## src/rtl/td_cpu_pkg.sv

```systemverilog
// Shared types for the td_cpu core: opcode map, FSM states and opcode width.
package td_cpu_pkg;

  localparam int OPW = 4;

  typedef enum logic [OPW-1:0] {
    OP_ADD_AI = 4'b0000,
    OP_MOV_AB = 4'b0001,
    OP_IN_A   = 4'b0010,
    OP_MOV_AI = 4'b0011,
    OP_MOV_BA = 4'b0100,
    OP_ADD_BI = 4'b0101,
    OP_IN_B   = 4'b0110,
    OP_MOV_BI = 4'b0111,
    OP_ADD_AB = 4'b1000,
    OP_OUT_B  = 4'b1001,
    OP_OUT_I  = 4'b1011,
    OP_JZ     = 4'b1100,
    OP_HLT    = 4'b1101,
    OP_JNC    = 4'b1110,
    OP_JMP    = 4'b1111
  } opcode_e;

  typedef enum logic [1:0] {
    FETCH = 2'd0,
    EXEC  = 2'd1,
    HALT  = 2'd2
  } state_e;

endpackage

```

## src/rtl/td_cpu_alu.sv

```systemverilog
// Combinational DW-bit adder producing sum, carry out and zero flag.
module td_cpu_alu #(
  parameter int DW = 4
) (
  input  logic [DW-1:0] x,
  input  logic [DW-1:0] y,
  output logic [DW-1:0] sum,
  output logic          carry,
  output logic          zero
);

  assign {carry, sum} = {1'b0, x} + {1'b0, y};
  assign zero         = (sum == '0);

endmodule

```

## src/rtl/td_cpu_core.sv

```systemverilog
// TD4-class CPU core: req/ack instruction fetch, one-cycle execute, stalled IN, strobed OUT.
// Handshakes: imem_req stays high with imem_addr stable until imem_ack; IN transfers on in_valid & in_ready.
module td_cpu_core
  import td_cpu_pkg::*;
#(
  parameter  int DW = 4,
  parameter  int AW = 4,
  localparam int IW = OPW + DW
) (
  input  logic          clk,
  input  logic          n_reset,
  output logic          imem_req,
  output logic [AW-1:0] imem_addr,
  input  logic          imem_ack,
  input  logic [IW-1:0] imem_data,
  input  logic [DW-1:0] in_data,
  input  logic          in_valid,
  output logic          in_ready,
  output logic [DW-1:0] out_data,
  output logic          out_valid,
  output logic          halted,
  output state_e        dbg_state,
  output logic [AW-1:0] dbg_ip,
  output logic [DW-1:0] dbg_a,
  output logic [DW-1:0] dbg_b,
  output logic          dbg_cf,
  output logic          dbg_zf
);

  state_e        state;
  logic [DW-1:0] a, b;
  logic [AW-1:0] ip;
  logic [IW-1:0] ir;
  logic          cf, zf;

  opcode_e       op;
  logic [DW-1:0] imm;
  logic [AW-1:0] target;
  logic          is_in, stall;

  logic [DW-1:0] alu_x, alu_y, alu_sum;
  logic          alu_carry, alu_zero;

  assign op     = opcode_e'(ir[IW-1:DW]);
  assign imm    = ir[DW-1:0];
  assign target = imm[AW-1:0];
  assign is_in  = (op == OP_IN_A) || (op == OP_IN_B);
  assign stall  = in_ready && !in_valid;

  assign imem_req  = (state == FETCH);
  assign imem_addr = ip;
  assign in_ready  = (state == EXEC) && is_in;
  assign halted    = (state == HALT);

  assign dbg_state = state;
  assign dbg_ip    = ip;
  assign dbg_a     = a;
  assign dbg_b     = b;
  assign dbg_cf    = cf;
  assign dbg_zf    = zf;

  always_comb begin
    alu_x = a;
    alu_y = imm;
    case (op)
      OP_ADD_BI: alu_x = b;
      OP_ADD_AB: alu_y = b;
      default: ;
    endcase
  end

  td_cpu_alu #(.DW(DW)) u_alu (
    .x     (alu_x),
    .y     (alu_y),
    .sum   (alu_sum),
    .carry (alu_carry),
    .zero  (alu_zero)
  );

  always_ff @(posedge clk) begin
    if (!n_reset) begin
      state     <= FETCH;
      a         <= '0;
      b         <= '0;
      ip        <= '0;
      ir        <= '0;
      cf        <= 1'b0;
      zf        <= 1'b0;
      out_data  <= '0;
      out_valid <= 1'b0;
    end else begin
      out_valid <= 1'b0;
      unique case (state)
        FETCH: begin
          if (imem_ack) begin
            ir    <= imem_data;
            state <= EXEC;
          end
        end
        EXEC: begin
          // A stalled IN leaves every register untouched until in_valid arrives.
          if (!stall) begin
            state <= FETCH;
            ip    <= ip + AW'(1);
            cf    <= 1'b0;
            zf    <= 1'b0;
            case (op)
              OP_ADD_AI: begin a <= alu_sum; cf <= alu_carry; zf <= alu_zero; end
              OP_ADD_BI: begin b <= alu_sum; cf <= alu_carry; zf <= alu_zero; end
              OP_ADD_AB: begin a <= alu_sum; cf <= alu_carry; zf <= alu_zero; end
              OP_MOV_AI: a <= imm;
              OP_MOV_BI: b <= imm;
              OP_MOV_AB: a <= b;
              OP_MOV_BA: b <= a;
              OP_IN_A:   a <= in_data;
              OP_IN_B:   b <= in_data;
              OP_OUT_B:  begin out_data <= b;   out_valid <= 1'b1; end
              OP_OUT_I:  begin out_data <= imm; out_valid <= 1'b1; end
              OP_JMP:    ip <= target;
              OP_JNC:    if (!cf) ip <= target;
              OP_JZ:     if (zf)  ip <= target;
              OP_HLT:    state <= HALT;
              default: ;
            endcase
          end
        end
        HALT: ;
        default: state <= FETCH;
      endcase
    end
  end

endmodule

```

## config.mk

```make
export PLATFORM = sky130hd
export DESIGN_NAME = td_cpu_core
export DESIGN_NICKNAME = d
export VERILOG_FILES = /design/src/rtl/td_cpu_pkg.sv /design/src/rtl/td_cpu_alu.sv /design/src/rtl/td_cpu_core.sv
export SDC_FILE = /design/constraint.sdc
export NUM_CORES = 1
export LEC_CHECK = 0
export ABC_CLOCK_PERIOD_IN_PS = 3700
export CAP_MARGIN = 20
export CELL_PAD_IN_SITES_DETAIL_PLACEMENT = 1
export CELL_PAD_IN_SITES_GLOBAL_PLACEMENT = 2
export CORE_UTILIZATION = 29
export CTS_CLUSTER_DIAMETER = 80
export DETAILED_ROUTE_END_ITERATION = 8
export GPL_TIMING_DRIVEN = 0
export PLACE_DENSITY_LB_ADDON = 0.1
export SYNTH_ARGS = -nofsm -noshare
export SYNTH_HDL_FRONTEND = slang
export SYNTH_SLANG_ARGS = --single-unit
```

## constraint.sdc

```tcl
create_clock -name clk -period 3.7 [get_ports clk]
set_clock_uncertainty 0.2 [all_clocks]
set_input_delay 0.37 -clock clk [delete_from_list [all_inputs] [get_ports clk]]
set_output_delay 0.37 -clock clk [all_outputs]
set_load 0.02 [all_outputs]
```

Word-level counts from Yosys, hierarchy flattened
Cells that the tools add are included.
{"block": "totals", "regBits": 29, "memories": 0, "latch_bits": 0, "rom_bits": 0, "mem_bits_rw": 0, "input_bits": 16}
{"block": "op_classes", "div_mod_pow": 0, "n_mux": 15, "add_sub_neg": 2, "n_reduce_logical": 20, "n_mul": 0, "shifts": 0, "order_cmp": 0, "n_bitwise": 4, "n_eq_ne": 18}
{"op": "one-hot mux 4 bit (4 select lines)", "count": 2}
{"op": "== test 4 bit (second input constant)", "count": 7}
{"op": "== test 4 x 3 -> 1 bit (second input constant)", "count": 4}
{"op": "2-to-1 mux 4 bit", "count": 4}
{"op": "one-hot mux 4 bit (3 select lines)", "count": 1}
{"op": "AND reduction 3 bit", "count": 4}
{"op": "== test 4 x 2 -> 1 bit (second input constant)", "count": 2}
{"op": "zero test 4 bit", "count": 2}
{"op": "one-hot mux 4 bit (2 select lines)", "count": 1}
{"op": "nonzero test 4 bit", "count": 2}
{"op": "2-to-1 mux 2 bit", "count": 3}
{"op": "one-hot mux 2 bit (3 select lines)", "count": 1}
{"op": "OR reduction 3 bit", "count": 2}
{"op": "adder 4 x 4 -> 5 bit", "count": 1}
{"op": "adder 4 x 1 -> 4 bit (second input constant)", "count": 1}
{"op": "== test 4 x 1 -> 1 bit (second input constant)", "count": 1}
{"op": "NOT 1 bit", "count": 4}
{"op": "AND reduction 2 bit", "count": 2}
{"op": "OR reduction 2 bit", "count": 2}
{"op": "2-to-1 mux 1 bit", "count": 3}
{"op": "== test 2 x 1 -> 1 bit (second input constant)", "count": 1}
{"op": "== test 2 bit (second input constant)", "count": 1}
{"op": "logical AND 1 bit", "count": 2}
{"op": "zero test 2 bit", "count": 1}
{"op": "other kinds (5)", "count": 5}

Logic depth before layout (Yosys ltp)
Gate-level depths: netlist (run 1).
{"block": "logic_depth", "word_depth": 6, "mapped_depth": 12}

Hierarchy
A second synthesis (run 1) with hierarchy kept.
{"block": "hier_totals", "hier_cells": 209, "area_unflattened_um2": 1819.2}
{"module": "td_cpu_core", "cells_each": 193, "seq_area_each_um2": 580.6, "instances": 1, "area_each_um2": 1662.8}
{"module": "td_cpu_alu", "cells_each": 16, "seq_area_each_um2": 0.0, "instances": 1, "area_each_um2": 156.4}

Worst setup path after synthesis (run 1)
Ideal clock, no wire load.
{"block": "synth_timing", "path_kind": "register to register", "start": "register ir[5]", "end": "register b[2], in the netlist dbg_b[2]", "required_time_ns": 3.430, "t_arrival_ns": 2.477, "setup_slack_ns": 0.952, "path_stages_with_launch": 12, "setup_ns": 0.070, "cell_sequence": "dfxtp_1 buf_2 nand2b_1 nor3b_2 mux2_2 ha_1 inv_1 fa_1 xnor2_1 o22ai_1 or3_1 a21oi_1"}
{"block": "synth_via", "elab_chain_len": 6, "elab_cells_between_ends": 16, "classes_between": "add/sub (1); eq/ne (6); mux (3); bitwise (1); reduce/logical (5)"}
{"item": "start: declaration", "line_no": "td_cpu_core.sv:33", "text": "logic [IW-1:0] ir;"}
{"item": "start signal: assignment", "line_no": "td_cpu_core.sv:96", "text": "ir <= imem_data;"}
{"item": "branches (longest 6 deep; another with adder 4 x 4 -> 5 bit)"}
{"item": "end signal: assignment", "line_no": "td_cpu_core.sv:109", "text": "OP_ADD_BI: begin b <= alu_sum; cf <= alu_carry; zf <= alu_zero; end"}
{"item": "end signal: assignment", "line_no": "td_cpu_core.sv:112", "text": "OP_MOV_BI: b <= imm;"}
{"item": "end signal: assignment", "line_no": "td_cpu_core.sv:116", "text": "OP_IN_B: b <= in_data;"}
{"item": "end: declaration", "line_no": "td_cpu_core.sv:31", "text": "logic [DW-1:0] a, b;"}
Parallel ways; which one is timed is not known.
A chain may end at the register's enable or synchronous reset.

Worst setup path in the final report (run 1)
Same ends and word-level chain as after synthesis.

==> flow_metrics.env, run 1 <==
export IMPL_min_path_type="flip-flop to flip-flop"
export IMPL_synth_top_family_by_area="simple AND/OR/NAND/NOR gates"
export IMPL_final_period_minus_worst_setup_slack_ns=3.27
export IMPL_antenna_cells_inserted=0
export IMPL_cts_made_buffers=5
export IMPL_cts_tree="yes"
export IMPL_ctsHoldBuffers=0
export IMPL_synth_seq_area_share_pct=31.9
export IMPL_synth_edff_count=0
export IMPL_min_period_over_period_pct=88.3
export IMPL_grt_pass1_wl_um=9140
export IMPL_dpl_cell_area_um2=2350
export IMPL_path_type_of_the_worst_setup_path="flip-flop to flip-flop"
export IMPL_place_detailed_hpwl_um=4190
export IMPL_fin_tns_setup_ns=0
export IMPL_layout_cell_area_non_filler_um2=2460
export IMPL_summed_instance_area_of_the_synthesized_netlist_um2=1820
export IMPL_ys_ff_latch=29
export IMPL_post_synth_mux_area_share_pct=19.3
export IMPL_placementRows=28
export IMPL_grt_start_max_net_pins=11
export IMPL_slew_headroom_pct=56.6
export IMPL_gr_total_overflow=0
export IMPL_cells_along_the_critical_path="buf_2, nand2b_1, nor3b_2, mux2_2, ha_1, inv_1, fa_1, xnor2_1, o22ai_1, or3_1, a21oi_1"
export IMPL_synthesis_area_per_instance_um2=8.76
export IMPL_initial_cell_density_of_the_core_pct=30.4
export IMPL_detailedRoute_firstPassIterationCount=4
export IMPL_wirelength_um=5610
export IMPL_cts_root_to_sink_buffers=2
export IMPL_outcome="complete, no violations"
export IMPL_setup_viol_count_final=0
export IMPL_place_gp_congestion=0.765
export IMPL_max_slew_worst_pin_slew_ns=0.651
export IMPL_clk_insertion_delay_late_ns=0.29
export IMPL_yosysWarnings=0
export IMPL_design_core_area_um2=5990
export IMPL_remaining_drc_errors=0
export IMPL_first_global_vias=1726
export IMPL_synth_compound_gate_area_share_pct=17.8
export IMPL_syn_inst=208
export IMPL_final_report_max_slew_violation_count=0
export IMPL_floorplan_die_area_um2=6600
export IMPL_grt_use_total_pct=18.9
export IMPL_timing_hold_violations_final=0
export IMPL_dieWidth_um=81.3
export IMPL_cp_max_fo=10
export IMPL_postLayoutSetupSlackWorst_ns=0.435
export IMPL_synth_adder_area_share_pct=4.53
export IMPL_synthFlopType="sky130_fd_sc_hd__dfxtp_1"
export IMPL_post_layout_total_power_uw=872
export IMPL_area_growth_syn_to_layout_pct=35.2
export IMPL_layout_cells_most_common="sky130_fd_sc_hd__clkdlybuf4s50_1"
export IMPL_hold_slack_ns=0.289
export IMPL_drtAntennaViolNets=0
export IMPL_worst_setup_hold_path_clk_slew_ns=0.07
export IMPL_critPathSlowestCell="sky130_fd_sc_hd__nor3b_2"
export IMPL_synth_cell_type_count=49
export IMPL_achievable_frequency_mhz=306
export IMPL_power_static_leakage_uw=0.000919
export IMPL_via_per_inst=5.14
export IMPL_dr_total_vias=1717
export IMPL_proportion_of_synthesized_flip_flops_having_asynchronous_set_or_reset_pct=0
export IMPL_arrival_ns=3.28
export IMPL_data_required_time_at_the_worst_endpoint_ns=3.71
export IMPL_fillers=715
export IMPL_synthesis_nets=230
export IMPL_synth_simple_area_share_pct=19.5
export IMPL_rsz_0062_raised_after_global_routing="no"
export IMPL_cts_sinks=29
export IMPL_most_common_layout_cells="43 x sky130_fd_sc_hd__clkdlybuf4s50_1, 29 x sky130_fd_sc_hd__dfxtp_1, 25 x sky130_fd_sc_hd__mux2i_1"
export IMPL_drive_gt1_share_pct=12.7
export IMPL_cts_htree_levels=2
export IMPL_cts_resized=0
export IMPL_synth_xor_area_share_pct=0.962
export IMPL_initialDrtViolationCount=62
export IMPL_antenna_found_initial=0
export IMPL_endpoint_kind="flip-flop"
export IMPL_worstSetupStartpointType="flip-flop"
export IMPL_fp_dieH_um=81.3
export IMPL_cellPowerDensity_nw_per_um2=354
export IMPL_vdd_ir_drop_worst_v=0.000221
export IMPL_cts_root_buffer="sky130_fd_sc_hd__clkbuf_8"
export IMPL_post_place_ws_ns=0.440
export IMPL_port_buffers=43
export IMPL_nNetsFinal=280
export IMPL_routed_wire_length_per_instance_um=16.8
export IMPL_worst_path_buf_inv=2
export IMPL_crit_family="simple AND/OR/NAND/NOR gates"
export IMPL_cts_repair_timing_setup_buffer_count=0
export IMPL_design_portCount=44
export IMPL_highest_cell_delay_on_the_worst_timing_path_ns=0.42
export IMPL_max_cap_viol_count=0
cell type report:
class	instances	area, um2	area share [%]
clock inverters	1	30.0	1.22
repair buffers	43	430	17.5
inverters	5	18.8	0.762
well taps	75	93.8	3.81
plain buffers	16	91.3	3.71
multi-input cells	158	1130	45.9
clock buffers	7	86.3	3.51
flip-flops and latches	29	581	23.6
cells by family (layout without fill, tap and decap cells):
kind of cell / Yosys count / after routing
compound gates: 48 / 48
xor+xnor: 2 / 2
fa+ha+maj: 6 / 6
buf+inv: 21 / 72
flops: 29 / 29
mux: 34 / 34
simple gates: 68 / 68
where the power goes:
part / switching [uW] / leakage (uW) / internal [uW]
Sequential: 18.2 / 0.000236 / 325
Combinational: 96.6 / 0.000625 / 84.8
Clock: 129 / 0.0000585 / 219
Total: 243 / 0.000919 / 629
synthesized netlist by cell type (all sizes together) (3+ instances only):
library cell	n	share of area (%)
mux2i	25	14
nand2	10	2.1
and2	5	1.7
buf	14	4.6
a21oi	17	4.7
o211ai	3	1.2
o21ai	4	1.1
nand3	4	1.1
nor3	4	1.1
nand2b	5	1.7
a31oi	3	1.0
a211oi	8	4.0
nor2b	6	2.1
ha	5	3.4
mux2	9	5.6
nor2	24	5.1
inv	4	0.82
dfxtp	29	32
o21a	3	1.2
through the flow:
step	std cells	utilization (%)
2_1_floorplan	208	-
3_3_place_gp	326	39.2
3_5_place_dp	326	39.2
4_1_cts	334	41.1
5_1_grt	334	41.1
6_report	334	41.1
sequential cells by signal, indices dropped and copies added (netlist names):
signal / count
dbg_a: 4
dbg_b: 4
dbg_cf: 1
dbg_ip: 4
dbg_state: 2
dbg_zf: 1
ir: 8
out_data: 4
out_valid: 1
layer usage:
metal / wire length (um) / part of all wire [%] / up-vias / global-route usage (%)
met3: 185 / 3.3 / 8 / 3.82
li1: - / - / 845 / -
met4: 72 / 1.3 / 0 / 5.89
met2: 2500 / 45 / 42 / 29.3
met5: 0 / 0 / - / 0
met1: 2850 / 51 / 822 / 26.0
worst paths after layout:
path	from	slack (ns)	cells after the start	to
setup / recovery	ir[5]	0.43	11	dbg_b[2]
hold / removal	dbg_zf	0.29	2	dbg_zf
setup reg to reg	ir[5]	0.43	11	dbg_b[2]
hold reg to reg	dbg_zf	0.29	2	dbg_zf
tightest hold or removal path: cells and delay by family, from the launching register on:
family | cells | cell delay (ns)
AOI/OAI and AO/OA | 1 | 0.05
and+or+nand+nor | 1 | 0.06
DFF | 1 | 0.33
Note: power is estimated with default switching activity, not from simulation.
==> inputs of run 2 (changes only) <==
Settings changed: CORE_MARGIN set to 8.
==> run 2 against run 1 <==
Effect of this change: sequential power is essentially flat; setup slack improved by 0.0059 ns; first-iteration DRC count decreased by 39%; die area increased by 37%.
==> flow_metrics.env, run 2 (synthesized netlist as in run 1, its figures left out) <==
export IMPL_outcome="complete, no violations"
export IMPL_regMostFlops="ir"
export IMPL_postLayoutSetupSlackWorst_ns=0.440
export IMPL_power_static_leakage_uw=0.000906
export IMPL_cts_root_to_sink_buffers=2
export IMPL_routed_wl_met2_um=2780
export IMPL_highest_cell_delay_on_the_worst_timing_path_ns=0.41
export IMPL_worst_path_buf_inv=2
export IMPL_setup_viol_count_final=0
export IMPL_routed_wire_length_per_instance_um=17.9
export IMPL_cts_resized=0
export IMPL_post_layout_total_power_uw=780
export IMPL_gr_total_overflow=0
export IMPL_endpoint_kind="flip-flop"
export IMPL_remaining_drc_errors=0
export IMPL_fillers=733
export IMPL_place_gp_congestion=0.815
export IMPL_cts_tree="yes"
export IMPL_grt_start_max_net_pins=11
export IMPL_antenna_cells_inserted=0
export IMPL_final_cell_count_no_fill=336
export IMPL_max_cap_viol_count=0
export IMPL_routedLengthMet1_um=2870
export IMPL_initial_cell_density_of_the_core_pct=29.4
export IMPL_worstSetupStartpointType="flip-flop"
export IMPL_cts_htree_levels=2
export IMPL_crit_family="simple AND/OR/NAND/NOR gates"
export IMPL_placementRows=29
export IMPL_via_per_inst=5.02
export IMPL_power_switching_uw=241
export IMPL_layout_cells_most_common="sky130_fd_sc_hd__clkdlybuf4s50_1"
export IMPL_drtAntennaViolNets=0
export IMPL_detailedRoute_firstPassIterationCount=4
export IMPL_final_report_max_slew_violation_count=0
export IMPL_final_period_minus_worst_setup_slack_ns=3.26
export IMPL_path_type_of_the_worst_setup_path="flip-flop to flip-flop"
export IMPL_worst_setup_hold_path_clk_slew_ns=0.07
export IMPL_share_clk_of_total_power_pct=32.8
export IMPL_vdd_ir_drop_worst_v=0.000146
export IMPL_drive_gt1_share_pct=12.7
export IMPL_post_place_ws_ns=0.421
export IMPL_port_buffers=43
export IMPL_antenna_found_initial=0
export IMPL_top_layer_used="met4"
export IMPL_seq_power_share_pct=43.9
export IMPL_max_reg_flops=8
export IMPL_cell_internal_pwr_uw=540
export IMPL_cts_root_buffer="sky130_fd_sc_hd__clkbuf_8"
export IMPL_design_core_area_um2=6200
export IMPL_min_path_type="flip-flop to flip-flop"
export IMPL_achievable_frequency_mhz=307
export IMPL_dr_total_vias=1687
export IMPL_most_common_layout_cells="43 x sky130_fd_sc_hd__clkdlybuf4s50_1, 29 x sky130_fd_sc_hd__dfxtp_1, 25 x sky130_fd_sc_hd__mux2i_1"
export IMPL_clk_insertion_delay_late_ns=0.28
export IMPL_data_required_time_at_the_worst_endpoint_ns=3.72
export IMPL_grt_use_total_pct=14.0
export IMPL_first_global_vias=1767
export IMPL_place_detailed_hpwl_um=4520
export IMPL_min_period_over_period_pct=88.1
export IMPL_area_growth_syn_to_layout_pct=33.4
export IMPL_nNetsFinal=280
export IMPL_cts_made_buffers=5
export IMPL_cells_along_the_critical_path="buf_2, nand2b_1, nor3b_2, mux2_2, ha_1, inv_1, fa_1, xnor2_1, o22ai_1, or3_1, a21oi_1"
export IMPL_floorplan_die_area_um2=9070
export IMPL_fp_dieH_um=95.3
export IMPL_wl_met3_um=267
export IMPL_slew_headroom_pct=56.2
export IMPL_rsz_0062_raised_after_global_routing="no"
export IMPL_critPathSlowestCell="sky130_fd_sc_hd__nor3b_2"
export IMPL_max_slew_worst_pin_slew_ns=0.656
export IMPL_cts_repair_timing_setup_buffer_count=0
export IMPL_cp_max_fo=10
export IMPL_ctsHoldBuffers=0
export IMPL_power_switching_share_pct=30.8
export IMPL_power_share_combinational_pct=23.3
export IMPL_fin_tns_setup_ns=0
export IMPL_design_portCount=44
export IMPL_cellPowerDensity_nw_per_um2=321
export IMPL_wirelength_um=6010
export IMPL_arrival_ns=3.28
export IMPL_dpl_cell_count=328
export IMPL_timing_hold_violations_final=0
export IMPL_dieWidth_um=95.3
export IMPL_cts_sinks=29
export IMPL_initialDrtViolationCount=38
export IMPL_grt_pass1_wl_um=9650
-- run 2: worst paths after layout --
check	start	endpoint	slack [ns]	depth (start not counted)
max	ir[4]	dbg_b[2]	0.44	11
min	dbg_cf	dbg_cf	0.28	2
max reg2reg	ir[4]	dbg_b[2]	0.44	11
min reg2reg	dbg_cf	dbg_cf	0.28	2
-- run 2: area by class of cell --
| class | instances | area (um2) | share of cell area, % |
|---|---|---|---|
| Multi-Input combinational cell | 158 | 1130 | 46.5 |
| Sequential cell | 29 | 581 | 23.9 |
| Timing Repair Buffer | 43 | 430 | 17.7 |
| Tap cell | 77 | 96.3 | 3.96 |
| Buffer | 16 | 91.3 | 3.76 |
| Clock buffer | 6 | 72.6 | 2.99 |
| Inverter | 5 | 18.8 | 0.772 |
| Clock inverter | 2 | 10.0 | 0.412 |
-- run 2: tightest hold or removal path: cells and delay by family (launching register included) --
family             cells  cell delay [ns]
DFF                    1             0.32
and+or+nand+nor        1             0.06
AOI/OAI and AO/OA      1             0.05
-- run 2: through the flow --
step / cell area (um2) / hold WS (ns) / util, %
6_report: 2430 / 0.284 / 39.2
3_3_place_gp: 2350 / 0.275 / 37.9
5_1_grt: 2430 / 0.305 / 39.2
3_5_place_dp: 2350 / 0.275 / 37.9
2_1_floorplan: 1820 / 0.288 / -
4_1_cts: 2430 / 0.285 / 39.2
-- run 2: per-layer routing --
layer | GRT usage (%) | up-vias
li1 | - | 840
met1 | 17.9 | 802
met2 | 22.7 | 35
met3 | 2.83 | 10
met4 | 4.94 | 0
met5 | 0 | -
-- run 2: power groups by stage --
stage / Combinational (uW) / Sequential, uW / Clock (uW)
2_1_floorplan: 108 / 351 / 0
3_3_place_gp: 181 / 350 / 0
3_5_place_dp: 182 / 350 / 0
4_1_cts: 183 / 343 / 269
5_1_grt: 198 / 345 / 279
6_report: 182 / 342 / 256
==> inputs of run 3 (changes only) <==
Settings changed: ABC_CLOCK_PERIOD_IN_PS 3700 to unset, SLEW_MARGIN set to 20.
==> results of run 3 <==
Final layout, timing and power as in run 2 (identical DEF).
